$ cat src/rtl/multi_cycle_ctr.sv
// Main control FSM for the multi-cycle MIPS datapath (lw, sw, R-type, beq, j).
// Moore outputs decoded from the state register, except the fetch strobes, which follow memReady.
module multi_cycle_ctr #(
  parameter bit MEM_WAIT_EN = 1'b1
) (
  input  logic       clk,
  input  logic       reset,
  input  logic [5:0] opCode,
  input  logic       memReady,
  output logic       pcWrite,
  output logic       pcWriteCond,
  output logic       iorD,
  output logic       memRead,
  output logic       memWrite,
  output logic       irWrite,
  output logic       memToReg,
  output logic       regDst,
  output logic       regWrite,
  output logic       aluSrcA,
  output logic [1:0] aluSrcB,
  output logic [1:0] aluOp,
  output logic [1:0] pcSource,
  output logic       illegalOp,
  output logic [3:0] state
);

  localparam logic [5:0] OpLw    = 6'b100011;
  localparam logic [5:0] OpSw    = 6'b101011;
  localparam logic [5:0] OpRtype = 6'b000000;
  localparam logic [5:0] OpBeq   = 6'b000100;
  localparam logic [5:0] OpJ     = 6'b000010;

  typedef enum logic [3:0] {
    FETCH   = 4'd0,
    DECODE  = 4'd1,
    MEMADR  = 4'd2,
    MEMRD   = 4'd3,
    MEMWB   = 4'd4,
    MEMWR   = 4'd5,
    EXEC    = 4'd6,
    RTYPEWB = 4'd7,
    BEQ     = 4'd8,
    JUMP    = 4'd9
  } stateT;

  stateT curState;
  stateT nextState;
  logic  ready;

  assign ready = MEM_WAIT_EN ? memReady : 1'b1;
  assign state = curState;

  // NOTE: state registers use non-blocking assignment so every flop samples pre-edge values.
  always_ff @(posedge clk) begin
    if (reset) curState <= FETCH;
    else       curState <= nextState;
  end

  // NOTE: every output is defaulted before the case so no path leaves a latch behind.
  always_comb begin
    nextState   = FETCH;
    pcWrite     = 1'b0;
    pcWriteCond = 1'b0;
    iorD        = 1'b0;
    memRead     = 1'b0;
    memWrite    = 1'b0;
    irWrite     = 1'b0;
    memToReg    = 1'b0;
    regDst      = 1'b0;
    regWrite    = 1'b0;
    aluSrcA     = 1'b0;
    aluSrcB     = 2'b00;
    aluOp       = 2'b00;
    pcSource    = 2'b00;
    illegalOp   = 1'b0;

    case (curState)
      FETCH: begin
        memRead   = 1'b1;
        aluSrcB   = 2'b01;
        irWrite   = ready;
        pcWrite   = ready;
        nextState = ready ? DECODE : FETCH;
      end
      DECODE: begin
        aluSrcB = 2'b11;
        case (opCode)
          OpLw, OpSw: nextState = MEMADR;
          OpRtype:    nextState = EXEC;
          OpBeq:      nextState = BEQ;
          OpJ:        nextState = JUMP;
          default:    illegalOp = 1'b1;
        endcase
      end
      MEMADR: begin
        aluSrcA   = 1'b1;
        aluSrcB   = 2'b10;
        nextState = (opCode == OpSw) ? MEMWR : MEMRD;
      end
      MEMRD: begin
        memRead   = 1'b1;
        iorD      = 1'b1;
        nextState = ready ? MEMWB : MEMRD;
      end
      MEMWB: begin
        memToReg = 1'b1;
        regWrite = 1'b1;
      end
      MEMWR: begin
        memWrite  = 1'b1;
        iorD      = 1'b1;
        nextState = ready ? FETCH : MEMWR;
      end
      EXEC: begin
        aluSrcA   = 1'b1;
        aluOp     = 2'b10;
        nextState = RTYPEWB;
      end
      RTYPEWB: begin
        regDst   = 1'b1;
        regWrite = 1'b1;
      end
      BEQ: begin
        aluSrcA     = 1'b1;
        aluOp       = 2'b01;
        pcWriteCond = 1'b1;
        pcSource    = 2'b01;
      end
      JUMP: begin
        pcWrite  = 1'b1;
        pcSource = 2'b10;
      end
      default: nextState = FETCH;
    endcase

    // Suppress all side effects while reset is held, whatever state the register holds.
    if (reset) begin
      pcWrite     = 1'b0;
      pcWriteCond = 1'b0;
      iorD        = 1'b0;
      memRead     = 1'b0;
      memWrite    = 1'b0;
      irWrite     = 1'b0;
      memToReg    = 1'b0;
      regDst      = 1'b0;
      regWrite    = 1'b0;
      aluSrcA     = 1'b0;
      aluSrcB     = 2'b00;
      aluOp       = 2'b00;
      pcSource    = 2'b00;
      illegalOp   = 1'b0;
    end
  end

endmodule

$ cat config.mk
export PLATFORM = sky130hd
export DESIGN_NAME = multi_cycle_ctr
export DESIGN_NICKNAME = d
export VERILOG_FILES = /design/src/rtl/multi_cycle_ctr.sv
export SDC_FILE = /design/constraint.sdc
export NUM_CORES = 1
export LEC_CHECK = 0
export CELL_PAD_IN_SITES_DETAIL_PLACEMENT = 1
export CELL_PAD_IN_SITES_GLOBAL_PLACEMENT = 2
export CORE_MARGIN = 8
export CORE_UTILIZATION = 20
export DETAILED_ROUTE_END_ITERATION = 10
export PLACE_DENSITY_LB_ADDON = 0.2
export SKIP_LAST_GASP = 1
export SLEW_MARGIN = 30
export SYNTH_ARGS = -nofsm -noshare
export SYNTH_HDL_FRONTEND = slang
export SYNTH_SLANG_ARGS = --single-unit
$ cat constraint.sdc
create_clock -name clk -period 3.6 [get_ports clk]
set_input_delay 1.08 -clock clk [delete_from_list [all_inputs] [get_ports clk]]
set_output_delay 1.08 -clock clk [all_outputs]
set_load 0.01 [all_outputs]
After elaboration in Yosys (flattened, before gate mapping)
Cells that the tools add are included.

Word-level logic and storage cells: 57. Output and inout bits: 21. Register bits: 4. Bits of input ports: 9.

Mux-type cells: 35. Equality and inequality tests: 13. Reduce and logical (&&, ||, !) cells: 8.

Operator list (number): $pmux 4 s6 (1); $mux 1 (23); $eq 4x3->1 const B (4); $pmux 4 s4 (1); $eq 6x6->1 const B (2); $mux 3 (3); $eq 4x2->1 const B (2); $eq 4x4->1 const B (2); $pmux 2 s2 (2); $reduce_or 2->1 (4); $eq 6x2->1 const B (1); $eq 6x3->1 const B (1); $logic_not 6->1 (1); $mux 2 (3); $pmux 2 s3 (1); $reduce_or 5->1 (1); $eq 4x1->1 const B (1); $logic_not 4->1 (1); $reduce_or 3->1 (1); $pmux 1 s2 (1).

Logic depth before layout (Yosys ltp)
Word-level depth: 5. Depth in mapped cells: 5. Depth with buffers taken out: 4.

Worst setup path before layout
OpenSTA, ideal clock, no wires.

Path kind: input to output. From: input port reset. To: output port illegalOp. Path buffers: 0. Slack: 640 ps. Data arrival time: 1880 ps. Cell stages on the path: 2. Data required time: 2520 ps. Path through: or3_4 a2111oi_2.

Cells in the longest elaborated chain, start to end: 1.

RTL lines: start: declaration (line 7) `input logic reset,`; $mux 1 (line 137) `if (reset) begin`; end: declaration (line 23) `output logic illegalOp,`.

Every way passes these cells.

Worst setup path after layout
From: input port opCode[0]. To: output port illegalOp.

Cells in the longest elaborated chain, start to end: 5. Elaborated cells on any way between the ends: 9. Those cells by class: eq/ne (4); mux (3); reduce/logical (2).

RTL lines: start: declaration (line 8) `input logic [5:0] opCode,`; $eq 6x6->1 (tied with other cells) (line 87) `case (opCode)`; $reduce_or 5->1 (no source line) (*); $mux 1 (*) (line 87); $mux 1 (*) (line 77) `case (curState)`; $mux 1 (*) (line 137).

Every way passes the cells marked *; elsewhere a longest branch is shown, timed or not.

==> impl_metrics.ini <==
[detailed_routing]
wl_mm = 2.008
num_vias = 674
antenna_violation_net_count_after_detailed_routing = 0
dr.pass1.iters = 2
drt_drc_violations_left = 0
initialDrtViolationCount = 11
viasPerCell = 4.585
route.detailed.wl_per_inst_um = 13.66

[die]
floorplan.die_area_mm2 = 0.004540
floorplan.core_area_mm2 = 0.002500
die_outline_width_um = 67.38
initial_utilization = 0.2112
ios = 30
std_cell_rows = 18
die_height_um = 67.38

[placement]
buffer_ports.inserted = 29
dpl.cell_count = 144
gpl.final_weighted_congestion = 0.7116
place_hpwl_mm = 1.650
dpl-instance-area_um2 = 947.2

[logic_synthesis]
synth_fp_nets = 83
adder_and_majority_cell_fraction_of_the_synthesized_area = 0
yosys-mux-area-fraction = 0.01896
synth_top_family_by_area = simple AND/OR/NAND/NOR gates
synth_xor_area_frac = 0.04976
synth-simple-area-share = 0.5024
ys_seq_elements = 4
seq_area_frac_synth = 0.1517
post_syn_area_per_cell_um2 = 7.135
synth-compound-area-share = 0.1872
synthesis.area_um2 = 528.0
netlist-cell-type-count = 32
syn_inst = 74
yosysWarnings = 0

[timing]
final.setup.worst_slack_ns = -0.04544
fin_worst_hold_slack_ns = 0.7995
setup_violation_total_in_the_final_timing_report = 1
maximum_clock_rate_mhz = 274.3
unrepaired_setup_endpoints_after_global_routing = true
finalHoldViolations = 0
timing.clock.skew_ns = 0.0007946
fin_crit_sh = 1.013
max_transition_margin = 0.7041
worst_slew_pin_slew_ns = 0.4433
post-route-min-period_ns = 3.645
report.final.slew_viol_count = 0

[worst_setup_path]
critical_path.reg2reg.startpoint = state[2]
critical_path_rt_ns = 2.52
crit_path_end_kind = output port
critPathSlowestCell = clkdlybuf4s50_1
cp_top_family = buffers and inverters
worst-path-buf-inv = 3
path_class = in2out
critical-path-max-stage-delay_ns = 0.45
arrival_ns = 2.57
reg2reg_slack_ns = 2.14
cp_cell_sequence = clkdlybuf4s50_1, or3_4, nor3_2, buf_4, a2111oi_2, dlygate4sd2_1
ff2ff_path_depth = 5
cp-start-kind = input pin
path_max_fanout = 3
reg2reg_end = state[1]

[final_layout]
top_library_cells_by_usage_in_the_layout_fill_and_taps_aside = buf_4 (18), dlygate4sd2_1 (15), clkdlybuf4s50_1 (13)
antenna-diode-count = 0
layout.nets = 128
layout.cells.most_common = buf_4
final_cell_count_no_fill = 147
drive_above_1_share = 0.2906
final-seq-area_um2 = 80.08
largest_register_ff_count = 4
post_route_cell_area_um2 = 977.2
multiInputGateArea_um2 = 424.2
synthToLayoutAreaGrowth_pct = 85.07
fill_cell_count = 312
final_util = 0.3909

[global_routing]
wire_length_of_the_first_global_routing_pass_mm = 3.374
pin_count_of_the_biggest_net_entering_global_routing = 17
grt.total_usage = 0.09354
first_global_vias = 712
gr-total-overflow = 0
grt_antenna_before_repair = 0

[clock_tree]
htreeDepth = 1
tritoncts = built
number_of_buffers_created_by_cts = 3
clkSlewWorstSetupHoldPaths_ns = 0.04
post-cts-setup-buffer-count = 0
clockRootBuffer = clkbuf_4
clock_insertion_delay_worst_skew_ns = 0.23
cts_sinks = 4
cts-root-to-sink-buffers = 2

[status]
outcome = finished, violations left
failed_checks = setup timing

[worst_hold_path]
hold_path_startpoint = state[2]
hp-class = reg2reg
hold_path_stages = 4
hold-path-endpoint = state[1]

[flow_run]
timing.max_cap.violations = 0

[power_and_ir_drop]
power.static_leakage_uw = 0.0004574
worst_ir_drop_vdd_mv = 0.1102
power_per_cell_area_mw_per_mm2 = 184.7
[kinds of logic (layout without fill, tap and decap cells)]
| family | count (synthesis) | in the layout |
|---|---|---|
| mux | 1 | 1 |
| simple gates | 44 | 44 |
| flops | 4 | 4 |
| compound gates | 14 | 14 |
| xor+xnor | 3 | 3 |
| buf+inv | 8 | 51 |
[stage by stage]
stage               setup slack (ns)  power (uW)  TNS (ns)
floorplan                     0.6398       84.03         0
global placement             -0.2861       128.9    -2.510
detailed placement           -0.3866       129.1    -2.600
CTS                         -0.09467       183.7  -0.09723
global route                 -0.1071       195.1   -0.1071
finish                      -0.04544       180.4  -0.04544
[tightest hold or removal path: stages, from the launching register on]
cell	delay (ns)
dfxtp_1	0.31
buf_4	0.18
nand2_1	0.07
nand2_1	0.10
nor2_1	0.11
[metal layers]
| layer | global-route usage | wire, um | vias to the layer above |
|---|---|---|---|
| met5 | 0 | 0 | - |
| met4 | 0.03133 | 0 | 0 |
| met3 | 0.02649 | 112 | 0 |
| met2 | 0.1685 | 1040 | 11 |
| met1 | 0.1028 | 856 | 310 |
| li1 | - | - | 353 |
[cell usage after synthesis]
cell	n	area share
nor2_1	12	0.085
nor3_1	7	0.066
nand2_1	6	0.043
a21oi_1	5	0.047
buf_2	5	0.047
dfxtp_1	4	0.15
nor2b_1	3	0.036
nor3b_1	3	0.043
o21ai_0	3	0.028
nand3_1	2	0.019
or3_4	2	0.043
xnor2_1	2	0.033
a2111oi_2	1	0.028
a211o_1	1	0.017
a21oi_2	1	0.017
a2bb2oi_1	1	0.017
a32oi_1	1	0.017
and2_1	1	0.012
and3_1	1	0.012
and4_1	1	0.017
buf_4	1	0.014
buf_6	1	0.021
inv_1	1	0.0071
mux2i_1	1	0.019
nand2b_1	1	0.012
nor3_2	1	0.019
nor4_1	1	0.012
nor4b_2	1	0.028
nor4b_4	1	0.045
o22a_1	1	0.017
or3_1	1	0.012
xor2_1	1	0.017
[cell type report]
| class | count | share of cell area |
|---|---|---|
| inverters | 1 | 0.003841 |
| flip-flops and latches | 4 | 0.08195 |
| multi-input cells | 62 | 0.4341 |
| well taps | 30 | 0.03841 |
| repair buffers | 47 | 0.4187 |
| clock buffers | 3 | 0.02305 |
[where the power goes]
group / switching [uW] / internal, uW
clock network: 18.0 / 37.3
logic: 34.1 / 41.1
registers: 3.83 / 46.2
total: 55.9 / 125
[worst max-delay path by stage]
stage / from / cells after the start / end / slack [ns]
6_report: opCode[0] / 6 / illegalOp / -0.05
4_1_cts: opCode[0] / 6 / illegalOp / -0.09
3_3_place_gp: reset / 4 / illegalOp / -0.29
5_1_grt: opCode[1] / 6 / illegalOp / -0.11
3_5_place_dp: opCode[0] / 5 / illegalOp / -0.39
2_1_floorplan: reset / 2 / illegalOp / 0.64
[timing repair]
| item | CTS | global route |
|---|---|---|
| gates resized for setup | 19 | 4 |
| endpoints found under the setup margin | 15 | 2 |
| endpoints found under the hold margin | 0 | 0 |
| pin swaps | 0 | 1 |
| cloned | 0 | 0 |
| hold buffers | 0 | 0 |
Note: power is estimated with default switching activity, not from simulation.
